--- config.mk ---
export PLATFORM = sky130hd
export DESIGN_NAME = multicycle_controller
export DESIGN_NICKNAME = d
export VERILOG_FILES = /design/src/rtl/multicycle_controller.sv
export SDC_FILE = /design/constraint.sdc
export NUM_CORES = 1
export LEC_CHECK = 0
export ABC_AREA = 0
export CAP_MARGIN = 20
export CORE_MARGIN = 3
export CORE_UTILIZATION = 37
export DETAILED_ROUTE_END_ITERATION = 8
export PLACE_DENSITY_LB_ADDON = 0.08
export SLEW_MARGIN = 10
export SYNTH_ARGS = -nofsm -noshare
export SYNTH_HDL_FRONTEND = slang
export SYNTH_SLANG_ARGS = --single-unit
--- constraint.sdc ---
create_clock -name i_clk -period 1.45 [get_ports i_clk]
set_clock_uncertainty 0.05 [all_clocks]
set_input_delay 0.3625 -clock i_clk [delete_from_list [all_inputs] [get_ports i_clk]]
set_output_delay 0.3625 -clock i_clk [all_outputs]
set_load 0.01 [all_outputs]
--- src/rtl/multicycle_controller.sv ---
// -----------------------------------------------------------------------------
// multicycle_controller
// Moore control FSM for a shared-resource multicycle MIPS datapath (one memory,
// one ALU, IR/MDR/A/B/ALUOut registers). Steps each instruction through fetch,
// decode, execute, memory and writeback. Stalls on i_mem_ready, flags
// unsupported opcodes/funcs with a one-cycle o_illegal_op pulse, then refetches.
//
// Ports
//   i_clk, i_rst          clock, synchronous active-high reset
//   i_opcode, i_func      IR[31:26], IR[5:0] (valid from DECODE onward)
//   i_zero                ALU zero flag, used in BRANCH
//   i_mem_ready           memory completes the current access this cycle
//   o_pc_write ... o_pc_src   datapath controls (see state table)
//   o_illegal_op          one-cycle pulse in ILLEGAL
//   o_state               current state, debug only
//
// state     | meaning
// FETCH     | read instr at PC, PC+4 -> PC and IR load when memory ready
// DECODE    | PC + (sext imm << 2) -> ALUOut, dispatch on opcode
// MEM_ADDR  | A + sext imm -> ALUOut (LW/SW address)
// MEM_RD    | read memory at ALUOut into MDR
// MEM_WB    | MDR -> rt
// MEM_WR    | write B to memory at ALUOut
// R_EX      | A op B, op from func
// R_WB      | ALUOut -> rd
// BRANCH    | A - B, take ALUOut on zero (BEQ) / not zero (BNE)
// JUMP      | jump target -> PC
// I_EX      | A op sext imm (ADDI/ANDI)
// I_WB      | ALUOut -> rt
// JAL       | jump target -> PC, PC (already PC+4) -> $31
// JR        | A -> PC
// ILLEGAL   | pulse o_illegal_op, no writes
// -----------------------------------------------------------------------------
module multicycle_controller #(
    parameter int ST_W = 4
) (
    input  logic            i_clk,
    input  logic            i_rst,
    input  logic [5:0]      i_opcode,
    input  logic [5:0]      i_func,
    input  logic            i_zero,
    input  logic            i_mem_ready,
    output logic            o_pc_write,
    output logic            o_iord,
    output logic            o_mem_read,
    output logic            o_mem_write,
    output logic            o_ir_write,
    output logic [1:0]      o_reg_dst,
    output logic [1:0]      o_mem_to_reg,
    output logic            o_reg_write,
    output logic            o_alu_src_a,
    output logic [1:0]      o_alu_src_b,
    output logic [2:0]      o_alu_operation,
    output logic [1:0]      o_pc_src,
    output logic            o_illegal_op,
    output logic [ST_W-1:0] o_state
);

    typedef enum logic [3:0] {
        FETCH    = 4'd0,
        DECODE   = 4'd1,
        MEM_ADDR = 4'd2,
        MEM_RD   = 4'd3,
        MEM_WB   = 4'd4,
        MEM_WR   = 4'd5,
        R_EX     = 4'd6,
        R_WB     = 4'd7,
        BRANCH   = 4'd8,
        JUMP     = 4'd9,
        I_EX     = 4'd10,
        I_WB     = 4'd11,
        JAL      = 4'd12,
        JR       = 4'd13,
        ILLEGAL  = 4'd14
    } state_t;

    localparam logic [5:0] OP_RTYPE = 6'b000000;
    localparam logic [5:0] OP_J     = 6'b000010;
    localparam logic [5:0] OP_JAL   = 6'b000011;
    localparam logic [5:0] OP_BEQ   = 6'b000100;
    localparam logic [5:0] OP_BNE   = 6'b000101;
    localparam logic [5:0] OP_ADDI  = 6'b001000;
    localparam logic [5:0] OP_ANDI  = 6'b001100;
    localparam logic [5:0] OP_LW    = 6'b100011;
    localparam logic [5:0] OP_SW    = 6'b101011;
    localparam logic [5:0] FN_JR    = 6'b001000;

    localparam logic [2:0] ALU_ADD = 3'b010;
    localparam logic [2:0] ALU_SUB = 3'b110;
    localparam logic [2:0] ALU_AND = 3'b000;
    localparam logic [2:0] ALU_OR  = 3'b001;
    localparam logic [2:0] ALU_SLT = 3'b111;

    state_t     r_state;
    logic       w_rfunc_ok;
    logic [2:0] w_rfunc_op;

    // R-type function decode, shared by the R_EX output and its next-state choice
    always_comb begin
        w_rfunc_ok = 1'b1;
        w_rfunc_op = ALU_ADD;
        case (i_func)
            6'b100000: w_rfunc_op = ALU_ADD;
            6'b100010: w_rfunc_op = ALU_SUB;
            6'b100100: w_rfunc_op = ALU_AND;
            6'b100101: w_rfunc_op = ALU_OR;
            6'b101010: w_rfunc_op = ALU_SLT;
            default:   w_rfunc_ok = 1'b0;
        endcase
    end

    always_ff @(posedge i_clk) begin
        if (i_rst) begin
            r_state <= FETCH;
        end else begin
            case (r_state)
                FETCH:    if (i_mem_ready) r_state <= DECODE;
                DECODE: begin
                    case (i_opcode)
                        OP_LW, OP_SW:    r_state <= MEM_ADDR;
                        OP_RTYPE:        r_state <= (i_func == FN_JR) ? JR : R_EX;
                        OP_BEQ, OP_BNE:  r_state <= BRANCH;
                        OP_J:            r_state <= JUMP;
                        OP_JAL:          r_state <= JAL;
                        OP_ADDI, OP_ANDI: r_state <= I_EX;
                        default:         r_state <= ILLEGAL;
                    endcase
                end
                MEM_ADDR: begin
                    if (i_opcode == OP_LW)      r_state <= MEM_RD;
                    else if (i_opcode == OP_SW) r_state <= MEM_WR;
                    else                        r_state <= FETCH;
                end
                MEM_RD:   if (i_mem_ready) r_state <= MEM_WB;
                MEM_WR:   if (i_mem_ready) r_state <= FETCH;
                R_EX:     r_state <= w_rfunc_ok ? R_WB : ILLEGAL;
                I_EX:     r_state <= I_WB;
                // MEM_WB, R_WB, BRANCH, JUMP, I_WB, JAL, JR, ILLEGAL and the
                // unused encoding 15 all return to fetch
                default:  r_state <= FETCH;
            endcase
        end
    end

    // Outputs decode from state; i_mem_ready and i_zero gate the PC/IR loads
    // in the same cycle, and an asserted reset forces every control low.
    always_comb begin
        o_pc_write      = 1'b0;
        o_iord          = 1'b0;
        o_mem_read      = 1'b0;
        o_mem_write     = 1'b0;
        o_ir_write      = 1'b0;
        o_reg_dst       = 2'b00;
        o_mem_to_reg    = 2'b00;
        o_reg_write     = 1'b0;
        o_alu_src_a     = 1'b0;
        o_alu_src_b     = 2'b00;
        o_alu_operation = ALU_ADD;
        o_pc_src        = 2'b00;
        o_illegal_op    = 1'b0;
        if (i_rst) begin
            o_alu_operation = 3'b000;
        end else begin
            case (r_state)
                FETCH: begin
                    o_mem_read  = 1'b1;
                    o_alu_src_b = 2'b01;
                    o_ir_write  = i_mem_ready;
                    o_pc_write  = i_mem_ready;
                end
                DECODE:   o_alu_src_b = 2'b11;
                MEM_ADDR: begin
                    o_alu_src_a = 1'b1;
                    o_alu_src_b = 2'b10;
                end
                MEM_RD: begin
                    o_mem_read = 1'b1;
                    o_iord     = 1'b1;
                end
                MEM_WB: begin
                    o_mem_to_reg = 2'b01;
                    o_reg_write  = 1'b1;
                end
                MEM_WR: begin
                    o_mem_write = 1'b1;
                    o_iord      = 1'b1;
                end
                R_EX: begin
                    o_alu_src_a     = 1'b1;
                    o_alu_operation = w_rfunc_op;
                end
                R_WB: begin
                    o_reg_dst   = 2'b01;
                    o_reg_write = 1'b1;
                end
                BRANCH: begin
                    o_alu_src_a     = 1'b1;
                    o_alu_operation = ALU_SUB;
                    o_pc_src        = 2'b01;
                    o_pc_write      = (i_opcode == OP_BNE) ? ~i_zero : i_zero;
                end
                JUMP: begin
                    o_pc_src   = 2'b10;
                    o_pc_write = 1'b1;
                end
                JAL: begin
                    // PC already holds PC+4 from fetch, so it is the link value
                    o_pc_src     = 2'b10;
                    o_pc_write   = 1'b1;
                    o_reg_dst    = 2'b10;
                    o_mem_to_reg = 2'b10;
                    o_reg_write  = 1'b1;
                end
                JR: begin
                    o_pc_src   = 2'b11;
                    o_pc_write = 1'b1;
                end
                I_EX: begin
                    o_alu_src_a     = 1'b1;
                    o_alu_src_b     = 2'b10;
                    o_alu_operation = (i_opcode == OP_ANDI) ? ALU_AND : ALU_ADD;
                end
                I_WB:     o_reg_write  = 1'b1;
                ILLEGAL:  o_illegal_op = 1'b1;
                default: begin
                end
            endcase
        end
    end

    assign o_state = ST_W'(r_state);

endmodule
==> results of run 1 <==
==> cell usage after synthesis (3+ instances only) <==
cell type | count | area (µm²)
sky130_fd_sc_hd__a21oi_1 | 6 | 30.0
sky130_fd_sc_hd__a31oi_1 | 3 | 18.8
sky130_fd_sc_hd__and3_1 | 3 | 18.8
sky130_fd_sc_hd__and4b_1 | 3 | 30.0
sky130_fd_sc_hd__buf_2 | 4 | 20.0
sky130_fd_sc_hd__clkbuf_1 | 3 | 11.3
sky130_fd_sc_hd__dfxtp_1 | 4 | 80.1
sky130_fd_sc_hd__inv_1 | 3 | 11.3
sky130_fd_sc_hd__nand2_1 | 11 | 41.3
sky130_fd_sc_hd__nand2b_1 | 6 | 37.5
sky130_fd_sc_hd__nand3_1 | 7 | 35.0
sky130_fd_sc_hd__nor2_1 | 25 | 93.8
sky130_fd_sc_hd__nor2b_1 | 6 | 37.5
sky130_fd_sc_hd__nor3_1 | 11 | 55.1
sky130_fd_sc_hd__nor4_1 | 3 | 18.8
sky130_fd_sc_hd__o21ai_0 | 7 | 35.0
==> logic make-up after synthesis <==
group                     share of synthesized area [%]
AOI/OAI and AO/OA                                  25.9
buffers and inverters                              9.60
DFF                                                9.45
muxes                                              2.36
and+or+nand+nor                                    51.7
xor gates and xnor gates                           1.03
==> metrics by stage <==
step	TNS [ns]	instances
detailed placement	-18.37	236
global placement	-17.92	236
floorplan	-0.371	137
==> qor_table.md, run 1 <==
| Result | Value | Unit |
|:---|:---|:---|
| Cell row count | 16 | - |
| Status | did not finish | - |
| Nets in the synthesized netlist | 153 | - |
| Worst Setup Slack post-DPL | -1.10 | ns |
| Die X-Extent | 53.8 | µm |
| Post-cts hold buffer count | 0 | - |
| Die Height | 53.8 | µm |
| Number of top-level design ports | 39 | - |
| Syn. warnings | 0 | - |
| Post-synthesis average cell area | 6.18 | µm² |
| Async set-reset flop share out of synthesis | 0 | % |
| Post-synth design cell area | 847 | µm² |
| Max H-tree Level | 1 | - |
| Post-CTS Setup Repair Bufs | 27 | - |
| Total clock sinks | 4 | - |
| Area after detailed placement | 1670 | µm² |
| Number of gates given a new drive strength after cts | 219 | - |
| Port buffer count | 38 | - |
| Count of flip-flops with a built-in enable after synthesis | 0 | - |
| Effective utilization at floorplan | 41.1 | % |
| Maximum buffer depth of the clock tree | 2 | - |
| Failing step | clock tree synthesis (4_1_cts) | - |
| Number of library cell types mapped by synthesis | 42 | - |
| DP Wirelength | 2.56 | mm |
| Main synth FF type | sky130_fd_sc_hd__dfxtp_1 | - |
| Number of synthesized register bits | 4 | - |
| Portion of the post-synthesis area used by sequential elements | 9.45 | % |
| Final weighted congestion in routability-driven placement | 0.870 | - |
| TritonCTS buffer count | 3 | - |
| Cell count after synthesis | 137 | - |
| Root buffer cell | sky130_fd_sc_hd__clkbuf_4 | - |
| Error message | [ERROR DPL-0033] detailed placement checks failed during check placement. | - |
==> run 2: changes to the inputs <==
--- a/config.mk
+++ b/config.mk
@@ -7,10 +7,10 @@
 export LEC_CHECK = 0
 export ABC_AREA = 0
 export CAP_MARGIN = 20
-export CORE_MARGIN = 3
-export CORE_UTILIZATION = 37
+export CORE_AREA = 3 3 64 66
 export DETAILED_ROUTE_END_ITERATION = 8
-export PLACE_DENSITY_LB_ADDON = 0.08
+export DIE_AREA = 0 0 67 69
+export PLACE_DENSITY_LB_ADDON = 0.15
 export SLEW_MARGIN = 10
 export SYNTH_ARGS = -nofsm -noshare
 export SYNTH_HDL_FRONTEND = slang
==> constraint.sdc (replaced) <==
create_clock -name i_clk -period 1.9 [get_ports i_clk]
set_clock_uncertainty 0.05 [all_clocks]
set_input_delay 0.475 -clock i_clk [delete_from_list [all_inputs] [get_ports i_clk]]
set_output_delay 0.475 -clock i_clk [all_outputs]
set_load 0.01 [all_outputs]
==> run 2 against run 1 <==
Compared with the run above: the flow now finishes, with violations (setup timing); synthesized area unchanged; synthesized cell count is the same.
==> qor_table.md, run 2 <==
| Result | Value | Unit | vs previous |
|:---|:---|:---|:---|
| TritonCTS buffer count | 3 | - | unchanged |
| Fin crit period | 2.01 | ns |  |
| Unrepaired setup endpoints after global routing | yes | - |  |
| Setup violation total in the final timing report | 1 | - |  |
| Routed wirelength normalized by instance count | 13.5 | µm |  |
| Antenna diode count | 0 | - |  |
| Total of fill cells in the finished design | 390 | - |  |
| Max H-tree Level | 1 | - | unchanged |
| Post-synthesis average cell area | 6.18 | µm² | unchanged |
| Largest net degree at the start of global routing | 14 | - |  |
| Die X-Extent | 67 | µm | was 53.8 µm |
| Status | finished with violations | - | was did not finish |
| Count of flip-flops with a built-in enable after synthesis | 0 | - | unchanged |
| Fmax achieved | 0.497 | GHz |  |
| Setup TNS | -0.113 | ns |  |
| WP buf/inv | 2 | - |  |
| Total gr overflow | 0 | - |  |
| Worst Setup Slack post-DPL | -0.942 | ns | was -1.10 ns |
| Number of synthesized register bits | 4 | - | unchanged |
| Most frequent standard cell in the layout excluding fill and tap cells | sky130_fd_sc_hd__buf_4 | - |  |
| Cell family with most CP delay | simple AND/OR/NAND/NOR gates | - |  |
| Slowest library cell on the worst path | sky130_fd_sc_hd__nor3_4 | - |  |
| Initial DRC Count | 53 | - |  |
| Number of library cell types mapped by synthesis | 42 | - | unchanged |
| Max_cap viols | 0 | - |  |
| Crit Path Category | input pin to output pin | - |  |
| Total clock sinks | 4 | - | unchanged |
| Cell-by-cell listing of the critical path | buf_8 > nor3_4 > nand3_2 > xor2_2 > a2bb2oi_2 > a21oi_1 > buf_2 | - |  |
| PnR worst setup slack | -0.113 | ns |  |
| Clock latency of the later-clocked register in the worst-skew pair | 0.22 | ns |  |
| Antenna violations before repair | 0 | - |  |
| Root buffer cell | sky130_fd_sc_hd__clkbuf_8 | - | was sky130_fd_sc_hd__clkbuf_4 |
| Area after detailed placement | 1520 | µm² | was 1670 µm² |
| Top cell type's share of synthesized area | 11.1 | % | unchanged |
| Clock tree from TritonCTS | done | - |  |
| Path category of the worst min-delay check | flop to flop | - |  |
| Share of final-layout standard cells stronger than drive strength 1 | 58.8 | % |  |
| Power Density | 838 | nW/µm² |  |
| Maximum ir drop on the vdd rail | 0.000285 | V |  |
| DRC violations left | 0 | - |  |
| Syn. warnings | 0 | - | unchanged |
| Worst setup EP type | output pin | - |  |
| Violated checks | setup timing | - |  |
| Arrival time at the worst endpoint | 1.49 | ns |  |
| Post-synth design cell area | 847 | µm² | unchanged |
| Total non-filler cell area in the finished layout | 1750 | µm² |  |
| Number of nets at the end of the flow | 234 | - |  |
| Leak pwr | 0.753 | nW |  |
| Cell types occupying the most area after synthesis | sky130_fd_sc_hd__nor2_1, sky130_fd_sc_hd__dfxtp_1, sky130_fd_sc_hd__nor3_1, sky130_fd_sc_hd__nand2_1, sky130_fd_sc_hd__nand2b_1 | - | unchanged |
| Nets in the synthesized netlist | 153 | - | unchanged |
| Worst EP required | 1.37 | ns |  |
| Vias in the first global route | 1,325 | - |  |
| Port buffer count | 38 | - | unchanged |
| Main synth FF type | sky130_fd_sc_hd__dfxtp_1 | - | unchanged |
| Slack of the worst reg-to-reg path | 0.19 | ns |  |
| Critical path peak fanout | 2 | - |  |
| Number of top-level design ports | 39 | - | unchanged |
| Final design utilization | 48.2 | % |  |
| Cell row count | 22 | - | was 16 |
| Die Area | 4620 | µm² |  |
| DP Wirelength | 2.58 | mm | was 2.56 mm |
| Commonest non-fill, non-tap cells in the layout | sky130_fd_sc_hd__buf_4, sky130_fd_sc_hd__buf_2, sky130_fd_sc_hd__nor2_1 | - |  |
| Number of search-and-repair iterations in the first detailed-routing pass | 4 | - |  |
| Placeable core region | 3630 | µm² |  |
| Effective utilization at floorplan | 23.3 | % | was 41.1% |
| Total global-route track usage | 15.8 | % |  |
| Most instantiated cells after synthesis | sky130_fd_sc_hd__nor2_1, sky130_fd_sc_hd__nand2_1, sky130_fd_sc_hd__nor3_1 | - | unchanged |
| Reg clk slew, reported paths | 0.03 | ns |  |
| Relative slew slack | 78.6 | % |  |
| Total placed cells including tap cells | 249 | - | was 236 |
| Fin cells | 264 | - |  |
| Count of vias placed by the detailed router | 1,323 | - |  |
| Slew at the pin closest to its max-slew limit | 0.320 | ns |  |
| Antenna-violating nets left | 0 | - |  |
| Cell count after synthesis | 137 | - | unchanged |
| Portion of the post-synthesis area used by sequential elements | 9.45 | % | unchanged |
| Crit path largest cell delay | 0.19 | ns |  |
| Total length of routed wires | 3.58 | mm |  |
| Maximum buffer depth of the clock tree | 2 | - | unchanged |
| Total count of hold-check failures in the final report | 0 | - |  |
| Final weighted congestion in routability-driven placement | 0.823 | - | was 0.870 |
| Wire length of the first global-routing pass | 5.93 | mm |  |
| Flip-flop count of the largest register, all copies and words added | 4 | - |  |
| Cell type contributing the most total cell area after synthesis | sky130_fd_sc_hd__nor2_1 | - | unchanged |
| Crit share post-route | 106 | % |  |
| Startpoint class of the critical path | input pin | - |  |
| Most common cell in the synthesized netlist | sky130_fd_sc_hd__nor2_1 | - | unchanged |
| Async set-reset flop share out of synthesis | 0 | % | unchanged |
| Area growth, synth to finish | 107 | % |  |
| Die Height | 69 | µm | was 53.8 µm |
| Post-detailed-route via-to-cell ratio | 5.01 | - |  |
| Final Max Slew Viols | 0 | - |  |
## run 2: power by group
part | switching, mW | total [mW] | internal, mW
Combinational | 0.534 | 1.11 | 0.578
Sequential | 0.0515 | 0.172 | 0.121
Clock | 0.0464 | 0.182 | 0.135
## run 2: worst register-to-register path, cell delays in order, from the launching register on
cell and delay (ns):
sky130_fd_sc_hd__dfxtp_4 0.37, sky130_fd_sc_hd__buf_6 0.15, sky130_fd_sc_hd__nand2b_4 0.15, sky130_fd_sc_hd__buf_4 0.14, sky130_fd_sc_hd__or3_4 0.33, sky130_fd_sc_hd__nor3_2 0.17
sky130_fd_sc_hd__nor2_1 0.07, sky130_fd_sc_hd__a211oi_2 0.20
## run 2: repair_timing
action / 4_1_cts / 5_1_grt
gates cloned: 0 / 0
setup buffers: 10 / 4
resized for setup: 144 / 40
hold buffers: 0 / 0
endpoints found under the setup margin: 22 / 19
pin swaps: 16 / 12
## run 2: cells by family (layout without fill, tap and decap cells)
kind of cell              after synthesis  after routing  synth area share [%]
and+or+nand+nor                        83             83                  51.7
AOI/OAI and AO/OA                      32             32                  25.9
buffers and inverters                  15             94                  9.60
DFF                                     4              4                  9.45
muxes                                   2              2                  2.36
xor gates and xnor gates                1              1                  1.03
## run 2: area by class of cell
cell class | instances | area, µm² | area share, %
multi-input combinational | 118 | 873 | 49.9
timing repair buffer | 88 | 672 | 38.4
inverter | 3 | 11.3 | 0.643
clock buffer | 3 | 41.3 | 2.36
sequential | 4 | 92.6 | 5.29
tap | 48 | 60.1 | 3.43
## run 2: per-stage QoR
| stage | hold WS [ns] | power (mW) |
|---|---|---|
| 2_1_floorplan | 0.615 | 0.678 |
| 6_report | 0.647 | 1.47 |
| 4_1_cts | 0.640 | 1.40 |
| 3_5_place_dp | 0.730 | 1.18 |
| 3_3_place_gp | 0.722 | 1.18 |
| 5_1_grt | 0.677 | 1.59 |
## run 2: routing by layer
metal	vias up	GRT usage [%]	routed length, µm
met4	0	5.63	63
met2	42	27.7	1870
li1	661	-	-
met5	-	0	0
met3	6	1.47	155
met1	614	19.4	1480
## run 2: path summary, 6_finish.rpt
kind	from	endpoint	depth (start not counted)
max	i_opcode[4]	o_pc_write	7
max reg2reg	o_state[1]$_SDFFE_PP0P_	o_state[0]$_SDFFE_PP0P_	7
min	o_state[1]$_SDFFE_PP0P_	o_state[1]$_SDFFE_PP0P_	3
min reg2reg	o_state[1]$_SDFFE_PP0P_	o_state[1]$_SDFFE_PP0P_	3
No activity file was read; power rests on OpenSTA's default activity.
==> run 3: changes to the inputs <==
--- a/config.mk
+++ b/config.mk
@@ -10,6 +10,7 @@
 export CORE_AREA = 3 3 64 66
 export DETAILED_ROUTE_END_ITERATION = 8
 export DIE_AREA = 0 0 67 69
+export GPL_ROUTABILITY_DRIVEN = 0
 export PLACE_DENSITY_LB_ADDON = 0.15
 export SLEW_MARGIN = 10
 export SYNTH_ARGS = -nofsm -noshare
==> results of run 3 <==
No change in the layout: final DEF, timing and power equal those of run 2.
==> run 4: changes to the inputs <==
--- a/config.mk
+++ b/config.mk
@@ -11,6 +11,7 @@
 export DETAILED_ROUTE_END_ITERATION = 8
 export DIE_AREA = 0 0 67 69
 export GPL_ROUTABILITY_DRIVEN = 0
+export GPL_TIMING_DRIVEN = 0
 export PLACE_DENSITY_LB_ADDON = 0.15
 export SLEW_MARGIN = 10
 export SYNTH_ARGS = -nofsm -noshare
==> run 4 against run 3 <==
Compared with the run above: the flow still finishes with violations (setup timing); clock power fell by 4%; highest routed layer unchanged; largest power group unchanged; non-clock buffer count fell by 17; sequential cell count did not move.
==> qor_table.md, run 4 (synthesis results as in run 2) <==
| Result | Value | Unit | vs previous |
|:---|:---|:---|:---|
| Reg-to-Reg End | o_state[2]$_SDFFE_PP0P_ | - | was o_state[0]$_SDFFE_PP0P_ |
| Path category of the worst min-delay check | input pin to flop | - | was flop to flop |
| Placeable core region | 3630 | µm² | unchanged |
| PnR worst setup slack | -0.144 | ns | was -0.113 ns |
| Max H-tree Level | 1 | - | unchanged |
| Share of final-layout standard cells stronger than drive strength 1 | 58.8 | % | about the same |
| Vias in the first global route | 1,244 | - | was 1,325 |
| Hold worst-path end | o_state[1]$_SDFFE_PP0P_ | - | unchanged |
| Startpoint class of the critical path | input pin | - | unchanged |
| Count of vias placed by the detailed router | 1,268 | - | was 1,323 |
| Worst setup path start | i_opcode[3] | - | was i_opcode[4] |
| Number of nets at the end of the flow | 217 | - | was 234 |
| Power Density | 894 | nW/µm² | was 838 nW/µm² |
| Commonest non-fill, non-tap cells in the layout | sky130_fd_sc_hd__buf_2, sky130_fd_sc_hd__buf_4, sky130_fd_sc_hd__nor2_1 | - | was sky130_fd_sc_hd__buf_4, sky130_fd_sc_hd__buf_2, sky130_fd_sc_hd__nor2_1 |
| Final hold slack | 0.561 | ns | was 0.647 ns |
| Total clock sinks | 4 | - | unchanged |
| Slowest library cell on the worst path | sky130_fd_sc_hd__nor3_4 | - | unchanged |
| DRC violations left | 0 | - | unchanged |
| Startpoint of the tightest hold check path | i_opcode[4] | - | was o_state[1]$_SDFFE_PP0P_ |
| Leak pwr | 0.710 | nW | was 0.753 nW |
| Arrival time at the worst endpoint | 1.52 | ns | was 1.49 ns |
| Initial DRC Count | 97 | - | was 53 |
| Total global-route track usage | 14.8 | % | was 15.8% |
| Critical path peak fanout | 5 | - | was 2 |
| Worst setup EP type | output pin | - | unchanged |
| Cell row count | 22 | - | unchanged |
| Slack of the worst reg-to-reg path | 0.33 | ns | was 0.19 ns |
| Flip-flop count of the largest register, all copies and words added | 4 | - | unchanged |
| Final Max Slew Viols | 0 | - | unchanged |
| Relative slew slack | 77.5 | % | was 78.6% |
| Fmax achieved | 0.489 | GHz | was 0.497 GHz |
| Crit share post-route | 108 | % | was 106% |
| Fin crit period | 2.04 | ns | was 2.01 ns |
| Largest net degree at the start of global routing | 11 | - | was 14 |
| Antenna violations before repair | 0 | - | unchanged |
| Antenna diode count | 0 | - | unchanged |
| Maximum ir drop on the vdd rail | 0.000293 | V | was 0.000285 V |
| Crit Path Category | input pin to output pin | - | unchanged |
| Total gr overflow | 0 | - | unchanged |
| Crit path largest cell delay | 0.20 | ns | was 0.19 ns |
| Number of top-level design ports | 39 | - | unchanged |
| Post-detailed-route via-to-cell ratio | 5.13 | - | was 5.01 |
| Effective utilization at floorplan | 23.3 | % | unchanged |
| Clock latency of the later-clocked register in the worst-skew pair | 0.21 | ns | was 0.22 ns |
| Violated checks | setup timing | - | unchanged |
| Number of search-and-repair iterations in the first detailed-routing pass | 4 | - | unchanged |
| Reg clk slew, reported paths | 0.03 | ns | about the same |
| Die Area | 4620 | µm² | unchanged |
| Cell family with most CP delay | simple AND/OR/NAND/NOR gates | - | unchanged |
| Die Height | 69 | µm | unchanged |
| Worst EP required | 1.37 | ns | about the same |
| Area growth, synth to finish | 100 | % | was 107% |
| Final design utilization | 46.7 | % | was 48.2% |
| Die X-Extent | 67 | µm | unchanged |
| Routed wirelength normalized by instance count | 14.1 | µm | was 13.5 µm |
| Max_cap viols | 0 | - | unchanged |
| Total length of routed wires | 3.48 | mm | was 3.58 mm |
| Post-layout total power | 1.52 | mW | was 1.47 mW |
| WP buf/inv | 2 | - | unchanged |
| R2R cell count | 7 | - | unchanged |
| Setup violation total in the final timing report | 2 | - | was 1 |
| Status | finished with violations | - | unchanged |
| Maximum buffer depth of the clock tree | 2 | - | unchanged |
| Setup TNS | -0.165 | ns | was -0.113 ns |
| DP Wirelength | 2.35 | mm | was 2.58 mm |
| Clock tree from TritonCTS | done | - | unchanged |
| TritonCTS buffer count | 3 | - | unchanged |
| Most frequent standard cell in the layout excluding fill and tap cells | sky130_fd_sc_hd__buf_2 | - | was sky130_fd_sc_hd__buf_4 |
| Total count of hold-check failures in the final report | 0 | - | unchanged |
| Number of stages on the worst hold path | 3 | - | unchanged |
| Slew at the pin closest to its max-slew limit | 0.336 | ns | was 0.320 ns |
| Unrepaired setup endpoints after global routing | yes | - | unchanged |
| Antenna-violating nets left | 0 | - | unchanged |
| Post-cts hold buffer count | 0 | - | unchanged |
| Port buffer count | 36 | - | was 38 |
| Root buffer cell | sky130_fd_sc_hd__clkbuf_8 | - | unchanged |
| Wire length of the first global-routing pass | 5.57 | mm | was 5.93 mm |
| Critical register-to-register path startpoint | o_state[0]$_SDFFE_PP0P_ | - | was o_state[1]$_SDFFE_PP0P_ |
| Cell-by-cell listing of the critical path | buf_12 > nor3_4 > nand3_2 > xor2_1 > a2bb2oi_1 > a21oi_1 > buf_2 | - | was buf_8 > nor3_4 > nand3_2 > xor2_2 > a2bb2oi_2 > a21oi_1 > buf_2 |
==> run 4: through the flow <==
step           cell area (µm²)  worst slack [ns]  instances
2_1_floorplan              853            0.0227        137
6_report                  1700            -0.144        247
4_1_cts                   1540            -0.243        242
5_1_grt                   1700            -0.213        247
3_5_place_dp              1270             -1.17        221
3_3_place_gp              1270             -1.11        221
==> run 4: routing by layer <==
| layer | GRT usage [%] | wire, µm | vias up |
|---|---|---|---|
| li1 | - | - | 620 |
| met1 | 19.4 | 1540 | 610 |
| met2 | 24.6 | 1770 | 31 |
| met3 | 2.28 | 127 | 7 |
| met4 | 4.28 | 33 | 0 |
| met5 | 0 | 0 | - |
==> run 4: power by group <==
part | switching, mW | internal (mW)
sequential | 0.0178 | 0.114
clock | 0.0397 | 0.135
combinational | 0.615 | 0.598
==> run 4: layout make-up <==
type / count / area, µm²
clock buffers: 3 / 41.3
inverters: 3 / 16.3
plain buffers: 11 / 121
fillers: 397 / 1940
repair buffers: 60 / 467
well taps: 48 / 60.1
flip-flops and latches: 4 / 83.8
multi-input cells: 118 / 908
==> run 4: how the worst max path moves through the flow <==
stage,endpoint,cells past startpoint
final,o_pc_write,7
after global routing,o_pc_write,7
after CTS,o_pc_write,7
after detailed placement,o_pc_write,7
after global placement,o_pc_write,7
after floorplan,o_pc_write,5
==> run 4: timing repair <==
action,CTS,global route
buffers inserted,18,9
setup endpoints to repair,19,17
gates resized for setup,173,42
pin swaps,15,17
==> run 4: worst register-to-register path: stages, from the launching register on <==
cell and delay (ns):
sky130_fd_sc_hd__dfxtp_2 0.31, sky130_fd_sc_hd__buf_6 0.13, sky130_fd_sc_hd__buf_12 0.12, sky130_fd_sc_hd__nor2b_2 0.17, sky130_fd_sc_hd__buf_4 0.16, sky130_fd_sc_hd__a22oi_1 0.09
sky130_fd_sc_hd__o221a_2 0.26, sky130_fd_sc_hd__nor3_1 0.18
